===== src/rtl/lockstep_fault_manager.sv =====
// Purpose : lockstep supervisor; majority-votes registered per-core signatures, sequences recovery resets, locks out after repeated faults.
// Latency : inputs sampled at edge E0 -> detection outputs (trg_o, fault_o, faulty_core_o, retry_cnt_o, core_rst_no) at E1; all outputs registered.
// Backpressure: none; inputs are sampled every cycle in WORKING and discarded in RESET/RECOVER/LOCKED.
//
// Ports:
//   clk, rst_i         clock; asynchronous active-low reset, synchronous release
//   sig_valid_i        per-core request valid
//   sig_i              per-core signatures, core i at [i*SIG_W +: SIG_W]
//   clr_i              releases lockout (only honoured in LOCKED)
//   core_rst_no        active-low reset to all redundant cores
//   fault_o            detection-to-WORKING and throughout LOCKED
//   trg_o              one-cycle pulse per detection
//   faulty_core_o      minority mask of the last detection
//   locked_o           lockout active
//   retry_cnt_o        recoveries since last heal or clear
module lockstep_fault_manager #(
    parameter  int NUM_CORES   = 3,
    parameter  int SIG_W       = 72,
    parameter  int RST_HOLD    = 2,
    parameter  int MAX_RETRIES = 3,
    parameter  int HEAL_CYCLES = 1024,
    localparam int RW          = (MAX_RETRIES > 0) ? $clog2(MAX_RETRIES + 1) : 1
) (
    input  logic                       clk,
    input  logic                       rst_i,
    input  logic [NUM_CORES-1:0]       sig_valid_i,
    input  logic [NUM_CORES*SIG_W-1:0] sig_i,
    input  logic                       clr_i,
    output logic                       core_rst_no,
    output logic                       fault_o,
    output logic                       trg_o,
    output logic [NUM_CORES-1:0]       faulty_core_o,
    output logic                       locked_o,
    output logic [RW-1:0]              retry_cnt_o
);

    localparam int HW  = $clog2(HEAL_CYCLES + 1);
    localparam int HDW = $clog2(RST_HOLD + 1);
    localparam int CW  = $clog2(NUM_CORES + 1);
    localparam int MAJ = NUM_CORES / 2 + 1;

    typedef enum logic [1:0] {WORKING, RESET, RECOVER, LOCKED} state_t;

    state_t                     state;
    logic [NUM_CORES-1:0]       cap_vld;
    logic [NUM_CORES*SIG_W-1:0] cap_sig;
    logic [HW-1:0]              heal_cnt;
    logic [HDW-1:0]             hold_cnt;

    logic [SIG_W:0]             tup   [NUM_CORES];
    logic [CW-1:0]              agree [NUM_CORES];
    logic [NUM_CORES-1:0]       minority;
    logic                       mismatch;
    logic                       cap_en;

    // Tuple = {valid, masked signature}; agreement count per core decides minority.
    // A core with no majority partner set is flagged, so a full split flags everyone.
    always_comb begin
        mismatch = 1'b0;
        minority = '0;
        for (int i = 0; i < NUM_CORES; i++) begin
            tup[i] = {cap_vld[i], cap_vld[i] ? cap_sig[i*SIG_W +: SIG_W] : {SIG_W{1'b0}}};
        end
        for (int i = 0; i < NUM_CORES; i++) begin
            agree[i] = '0;
            for (int j = 0; j < NUM_CORES; j++) begin
                if (tup[i] == tup[j]) begin
                    agree[i] = agree[i] + CW'(1);
                end
            end
            minority[i] = (agree[i] < CW'(MAJ));
            if (tup[i] != tup[0]) begin
                mismatch = 1'b1;
            end
        end
        mismatch = mismatch && (state == WORKING);
    end

    // Capture whenever the next cycle is a WORKING cycle, so the edge that
    // re-enters WORKING already samples the first inputs to be compared.
    assign cap_en = ((state == WORKING) && !mismatch) || (state == RECOVER);

    always_ff @(posedge clk or negedge rst_i) begin
        if (!rst_i) begin
            state         <= WORKING;
            cap_vld       <= '0;
            cap_sig       <= '0;
            heal_cnt      <= '0;
            hold_cnt      <= '0;
            core_rst_no   <= 1'b0;
            fault_o       <= 1'b0;
            trg_o         <= 1'b0;
            faulty_core_o <= '0;
            locked_o      <= 1'b0;
            retry_cnt_o   <= '0;
        end else begin
            trg_o   <= 1'b0;
            cap_vld <= cap_en ? sig_valid_i : '0;
            cap_sig <= cap_en ? sig_i : '0;
            case (state)
                WORKING: begin
                    if (mismatch) begin
                        trg_o         <= 1'b1;
                        fault_o       <= 1'b1;
                        faulty_core_o <= minority;
                        heal_cnt      <= '0;
                        hold_cnt      <= '0;
                        core_rst_no   <= 1'b0;
                        if (retry_cnt_o == RW'(MAX_RETRIES)) begin
                            state    <= LOCKED;
                            locked_o <= 1'b1;
                        end else begin
                            state       <= RESET;
                            retry_cnt_o <= retry_cnt_o + RW'(1);
                        end
                    end else begin
                        core_rst_no <= 1'b1;
                        // Heal completion restarts the count and forgives past retries.
                        if (heal_cnt == HW'(HEAL_CYCLES - 1)) begin
                            heal_cnt    <= '0;
                            retry_cnt_o <= '0;
                        end else begin
                            heal_cnt <= heal_cnt + HW'(1);
                        end
                    end
                end
                RESET: begin
                    heal_cnt <= '0;
                    if (hold_cnt == HDW'(RST_HOLD - 1)) begin
                        state       <= RECOVER;
                        core_rst_no <= 1'b1;
                    end else begin
                        hold_cnt    <= hold_cnt + HDW'(1);
                        core_rst_no <= 1'b0;
                    end
                end
                RECOVER: begin
                    heal_cnt    <= '0;
                    state       <= WORKING;
                    fault_o     <= 1'b0;
                    core_rst_no <= 1'b1;
                end
                LOCKED: begin
                    heal_cnt    <= '0;
                    core_rst_no <= 1'b0;
                    fault_o     <= 1'b1;
                    if (clr_i) begin
                        state       <= RESET;
                        hold_cnt    <= '0;
                        locked_o    <= 1'b0;
                        retry_cnt_o <= '0;
                    end
                end
                default: begin
                    state <= WORKING;
                end
            endcase
        end
    end

endmodule


===== config.mk =====
export PLATFORM = sky130hd
export DESIGN_NAME = lockstep_fault_manager
export DESIGN_NICKNAME = d
export VERILOG_FILES = /design/src/rtl/lockstep_fault_manager.sv
export SDC_FILE = /design/constraint.sdc
export NUM_CORES = 1
export LEC_CHECK = 0
export ABC_AREA = 1
export CAP_MARGIN = 10
export CELL_PAD_IN_SITES_DETAIL_PLACEMENT = 1
export CELL_PAD_IN_SITES_GLOBAL_PLACEMENT = 2
export CORE_MARGIN = 5
export CORE_UTILIZATION = 26
export CTS_CLUSTER_DIAMETER = 30
export DETAILED_ROUTE_END_ITERATION = 10
export PLACE_DENSITY_LB_ADDON = 0.05
export SLEW_MARGIN = 30
export SYNTH_ARGS = -nofsm -noshare
export SYNTH_HDL_FRONTEND = slang
export SYNTH_SLANG_ARGS = --single-unit
export TNS_END_PERCENT = 1

===== constraint.sdc =====
create_clock -name clk -period 2.3 [get_ports clk]
set_input_delay 0.46 -clock clk [delete_from_list [all_inputs] [get_ports clk]]
set_output_delay 0.46 -clock clk [all_outputs]
set_load 0.01 [all_outputs]

* Word-level counts from Yosys, hierarchy flattened
Index checks and enable logic that the tools add are counted.
Operators by class: add/subtract/negate cells 8, $lt $le $gt $ge 3, equality and inequality tests 21, multiplexer cells 40, reductions and logical operators 15
Operator list (number):
- == test 73 bit | 6
- two-way mux 216 bit | 1
- two-way mux 72 bit | 3
- inequality test 73 bit | 2
- two-way mux 2 bit | 14
- two-way mux 11 bit | 2
- one-hot mux 11 bit (2 select lines) | 1
- two-way mux 1 bit | 12
- AND reduction 4 bit | 3
- adder 11 x 1 -> 11 bit (second input constant) | 1
- == test 11 x 10 -> 1 bit (second input constant) | 1
- adder 2 x 1 -> 2 bit (second input constant) | 5
- inequality test 2 bit (second input constant) | 4
- one-hot mux 2 bit (4 select lines) | 1
- == test 2 bit (second input constant) | 3
- < comparator 2 bit (second input constant) | 3
- one-hot mux 2 bit (3 select lines) | 1
- nonzero test 3 bit | 2
- adder 1 x 1 -> 2 bit (second input constant) | 2
- == test 2 x 1 -> 1 bit (second input constant) | 2
- one-hot mux 1 bit (4 select lines) | 1
- one-hot mux 2 bit (2 select lines) | 1
- AND reduction 2 bit | 2
- two-way mux 3 bit | 1
- 12 further kinds | 13
Storage, ports and cells: bits in registers 243, input bits 222, output and inout port bits 9, logic and storage cells 98

* Logic depth before layout (Yosys ltp)
depth in word-level cells 9, depth in mapped cells 19, gate-level depth less buffers 17

* Worst setup path before layout
Ideal clock, no wire load.
kind reg2reg, from register cap_vld[0], to register cap_sig[85], library setup time 0.072 ns, data arrival time 2.100 ns, required time 2.228 ns, setup slack 0.128 ns, stages on the path, launching flop included 20, path buffers 4, period minus slack after synthesis 2.172 ns, cells stage by stage dfrtp_1 -> buf_4 -> buf_6 -> nand2_1 -> clkinv_1 -> nand2_1 -> nand2_1 -> nor2_1 -> nand2_1 -> nor2_1 -> nand2_1 -> nor2_1 -> nand2_1 -> nor2_1 -> nand3_2 -> nand2_1 -> inv_2 -> buf_4 -> buf_2 -> nor2_1
On the way: cells in the longest elaborated chain, start to end 9, elaborated cells on any way between the ends 10, classes of those cells 2 x eq/ne; 4 x mux; 4 x reduce/logical
Ends and longest elaborated chain:
- start, declared | RTL line 45 | logic [NUM_CORES-1:0] cap_vld;
- start signal, assigned | RTL line 98 | cap_vld <= cap_en ? sig_valid_i : '0;
- two-way mux 72 bit | RTL line 62 | tup[i] = {cap_vld[i], cap_vld[i] ? cap_sig[i*SIG_W +: SIG_W] : {SIG_W{1'b0}}};
- inequality test 73 bit | RTL line 72 | if (tup[i] != tup[0]) begin
- two-way mux 1 bit | RTL line 72
- two-way mux 1 bit (*) | RTL line 72
- logical AND 1 bit (*) | RTL line 76 | mismatch = mismatch && (state == WORKING);
- zero test 1 bit (*) | RTL line 81 | assign cap_en = ((state == WORKING) && !mismatch) || (state == RECOVER);
- logical AND 1 bit (*) | RTL line 81
- logical OR 1 bit (*) | RTL line 81
- two-way mux 216 bit (*) | RTL line 99 | cap_sig <= cap_en ? sig_i : '0;
- end signal, assigned | RTL line 99
- end, declared | RTL line 46 | logic [NUM_CORES*SIG_W-1:0] cap_sig;
Mark *: on every way between the ends. The rest lies on a longest branch, timed or not. A chain may end at the register's enable or synchronous reset.

* Worst setup path in the final report
from register cap_vld[2], to register cap_sig[99]
On the way: cells in the longest elaborated chain, start to end 8
Ends and longest elaborated chain (RTL line):
- two-way mux 72 bit | 62
- inequality test 73 bit (*) | 72
- two-way mux 1 bit (*) | 72
- logical AND 1 bit (*) | 76
- zero test 1 bit (*) | 81
- logical AND 1 bit (*) | 81
- logical OR 1 bit (*) | 81
- two-way mux 216 bit (*) | 99
Marked as above.

==> results.sh <==
export IMPL_cts_buffer_depth=3
export IMPL_root_buffer="clkbuf_16"
export IMPL_cp_arrival_ns=3.25
export IMPL_placedCellCount=3274
export IMPL_clock_sinks=243
export IMPL_cts_made_buffers=53
export IMPL_worstPathMaxFanout=18
export IMPL_pwr_share_clk_pct=38.5
export IMPL_placed_area_um2=19400
export IMPL_p_per_area_nw_per_um2=919
export IMPL_reg2reg_to="cap_sig[99]$_DFF_PN0_"
export IMPL_r2r_start="cap_vld[2]$_DFF_PN0_"
export IMPL_grt_pass1_wl_um=96000
export IMPL_die_y_um=238
export IMPL_dr_pass1_iters=6
export IMPL_viasPerCell=4.27
export IMPL_worstSetupPathType="register to register"
export IMPL_critPathLaunchType="register"
export IMPL_ys_types=33
export IMPL_worstSetupEndpoint="cap_sig[99]$_DFF_PN0_"
export IMPL_wirelength_um=64000
export IMPL_diodes=0
export IMPL_p_comb_share_pct=33.3
export IMPL_synth_edff_count=0
export IMPL_ys_ff_latch=243
export IMPL_htree_num_levels=2
export IMPL_clk_transition_reported_paths_ns=0.05
export IMPL_drt_iter0_drc=715
export IMPL_place_hpwl_um=51900
export IMPL_ys_async_sr_fraction_pct=100
export IMPL_finClkSkew_ns=0.0229
export IMPL_cts_tree="yes"
export IMPL_yosys_warnings=0
export IMPL_slew_headroom_pct=60.6
export IMPL_finalHoldViolCount=0
export IMPL_grt_pass1_vias=16119
export IMPL_timing_critical_path_from="cap_vld[2]$_DFF_PN0_"
export IMPL_final_max_slew_viol_count=0
export IMPL_internal_power_mw=13.4
export IMPL_insertion_delay_ns=0.59
export IMPL_fillCellCount=6449
export IMPL_power_frac_seq_pct=28.1
export IMPL_tns_ns=-94.64
export IMPL_postSynthAreaPerCell_um2=6.67
export IMPL_swShare_pct=34.0
export IMPL_fin_cells=3399
export IMPL_portBuffers=230
export IMPL_start_util_pct=26.3
export IMPL_syn2layout_area_growth_pct=63.2
export IMPL_drcViolationCount=0
export IMPL_register_area_um2=6090
export IMPL_wl_per_cell_um=18.8
export IMPL_drtAntennaViolNets=0
export IMPL_fin_crit_sh_pct=119
export IMPL_vias=14503
export IMPL_final_cell_mix="nand2_1 (659), inv_1 (387), buf_4 (369)"
export IMPL_antenna_found_initial=2
export IMPL_finalWorstSetupSlack_ns=-0.447
export IMPL_fin_crit_ns=2.75
export IMPL_multi_input_area_um2=6060
export IMPL_cap_violations=0
export IMPL_final_nets=2904
export IMPL_endpoint_kind="register"
export IMPL_synth_ff_type="dfrtp_1"
export IMPL_num_io_pins=231
export IMPL_fp_coreArea_um2=51500
export IMPL_final_common_cell="nand2_1"
export IMPL_violations="negative setup slack"
export IMPL_r2r_slack_ns=-0.45
export IMPL_yosysSeqAreaShare_pct=44.8
export IMPL_grt_max_degree=59
export IMPL_max_freq_mhz=364
export IMPL_worstMarginPinSlew_ns=0.585
export IMPL_leakagePower_nw=13.2
export IMPL_power_switching_mw=6.93
export IMPL_grt_setup_unrepaired="true"
export IMPL_die_w_um=238
export IMPL_grt_overflow=0
export IMPL_place_gp_congestion=0.932
export IMPL_syn_cell_area_um2=13600
export IMPL_stdcell_area_um2=22100
export IMPL_syn_inst=2035
export IMPL_die_area_um2=56900
export IMPL_dp_slack_ns=-0.905
export IMPL_cp_data_required_time_ns=2.80
export IMPL_num_rows=83
export IMPL_drive_gt1_share_pct=24.5
export IMPL_grt_util_all_layers_pct=22.3
export IMPL_ir_drop_v=0.000580
export IMPL_rr_worst_depth=19
export IMPL_syn_num_nets=2265
export IMPL_setup_viol=243
export IMPL_status="finished, violations left"
export IMPL_min_path_type="input pin to register"
==> Yosys cell counts, types with 2 or more instances <==
cell,instances,area share (%)
buf_4,26,1.4
nor2_2,11,0.51
inv_2,8,0.22
nor4_1,8,0.37
nor3_1,9,0.33
nand2_1,713,20
nor3b_1,2,0.11
o22ai_1,30,1.4
clkinv_1,2,0.055
or2_2,3,0.14
o21ai_0,35,1.3
ha_1,8,0.74
a21oi_1,4,0.15
xnor2_1,14,0.90
o21ai_1,10,0.37
nand3b_1,3,0.17
nand4_1,17,0.78
buf_6,6,0.50
dfrtp_1,243,45
nand3_1,74,2.7
xor2_1,13,0.84
buf_2,20,0.74
nor2_1,374,10
inv_1,393,11
==> worst min path at each step <==
stage / endpoint / cells after the start / slack [ns] / startpoint
6_report: cap_sig[168]$_DFF_PN0_ / 3 / 0.38 / sig_i[168]
5_1_grt: cap_sig[83]$_DFF_PN0_ / 3 / 0.37 / sig_i[83]
4_1_cts: cap_sig[96]$_DFF_PN0_ / 3 / 0.36 / sig_i[96]
3_5_place_dp: cap_sig[115]$_DFF_PN0_ / 1 / 0.44 / rst_i
3_3_place_gp: cap_sig[115]$_DFF_PN0_ / 1 / 0.44 / rst_i
2_1_floorplan: cap_sig[0]$_DFF_PN0_ / 0 / 0.16 / rst_i
==> cell type report <==
class	instances	area share, %
timing repair buffer	638	25.9
sequential	243	27.5
clock inverter	29	1.71
tap	680	3.84
clock buffer	71	6.79
inverter	403	6.89
multi-input combinational	1335	27.4
==> kinds of logic after synthesis <==
kind of cell,synth area share (%)
simple gates,35.4
buf+inv,13.9
flops,44.8
compound gates,3.45
xor+xnor,1.74
fa+ha+maj,0.738
==> stage by stage <==
| step | util, % | power, mW | hold WS [ns] |
|---|---|---|---|
| after detailed placement | 37.6 | 11.5 | 0.443 |
| after floorplan | - | 8.50 | 0.164 |
| after global routing | 43.0 | 21.5 | 0.375 |
| after global placement | 37.6 | 11.4 | 0.438 |
| final | 43.0 | 20.4 | 0.383 |
| after CTS | 42.5 | 20.3 | 0.364 |
==> timing repair <==
action / in CTS / in global routing
buffers inserted: 18 / 1
resized for setup: 117 / 81
hold buffers: 1 / 0
gates cloned: 4 / 1
endpoints found under the hold margin: 46 / 0
setup endpoints to repair: 243 / 243
pin swaps: 26 / 26
==> per-layer routing <==
metal,vias up,wire [um],GRT usage (%)
li1,7269,-,-
met1,6893,29800,30.2
met2,270,30500,37.5
met3,67,2360,3.71
met4,4,1330,5.55
met5,-,27,0
==> flip-flops by register name, summed over array words and instances (netlist names), 2 cells and up <==
register	cells
hold_cnt	2
state	2
faulty_core_o	3
cap_vld	3
heal_cnt	11
retry_cnt_o	2
cap_sig	216
==> power by group through the flow <==
stage               clock (mW)  sequential [mW]  combinational, mW
CTS                       7.98             5.73               6.61
detailed placement           0             5.74               5.78
global placement             0             5.75               5.67
finish                    7.84             5.73               6.78
global route              8.23             5.81               7.45
floorplan                    0             5.51               2.98
==> worst max-delay path, stage by stage (launching register included) <==
cell,delay [ns]
dfrtp_4,0.56
buf_12,0.18
buf_12,0.14
nand2_4,0.07
buf_4,0.11
inv_1,0.04
nand2_1,0.05
nand2_1,0.06
nor2_1,0.08
nand2_1,0.08
nor2_2,0.10
nand2_2,0.11
nor2_2,0.14
nand2_2,0.07
nor2_4,0.15
nand3_2,0.13
nand2_4,0.13
inv_12,0.09
buf_16,0.18
nor2_1,0.12
Note: power is estimated with default switching activity, not from simulation.
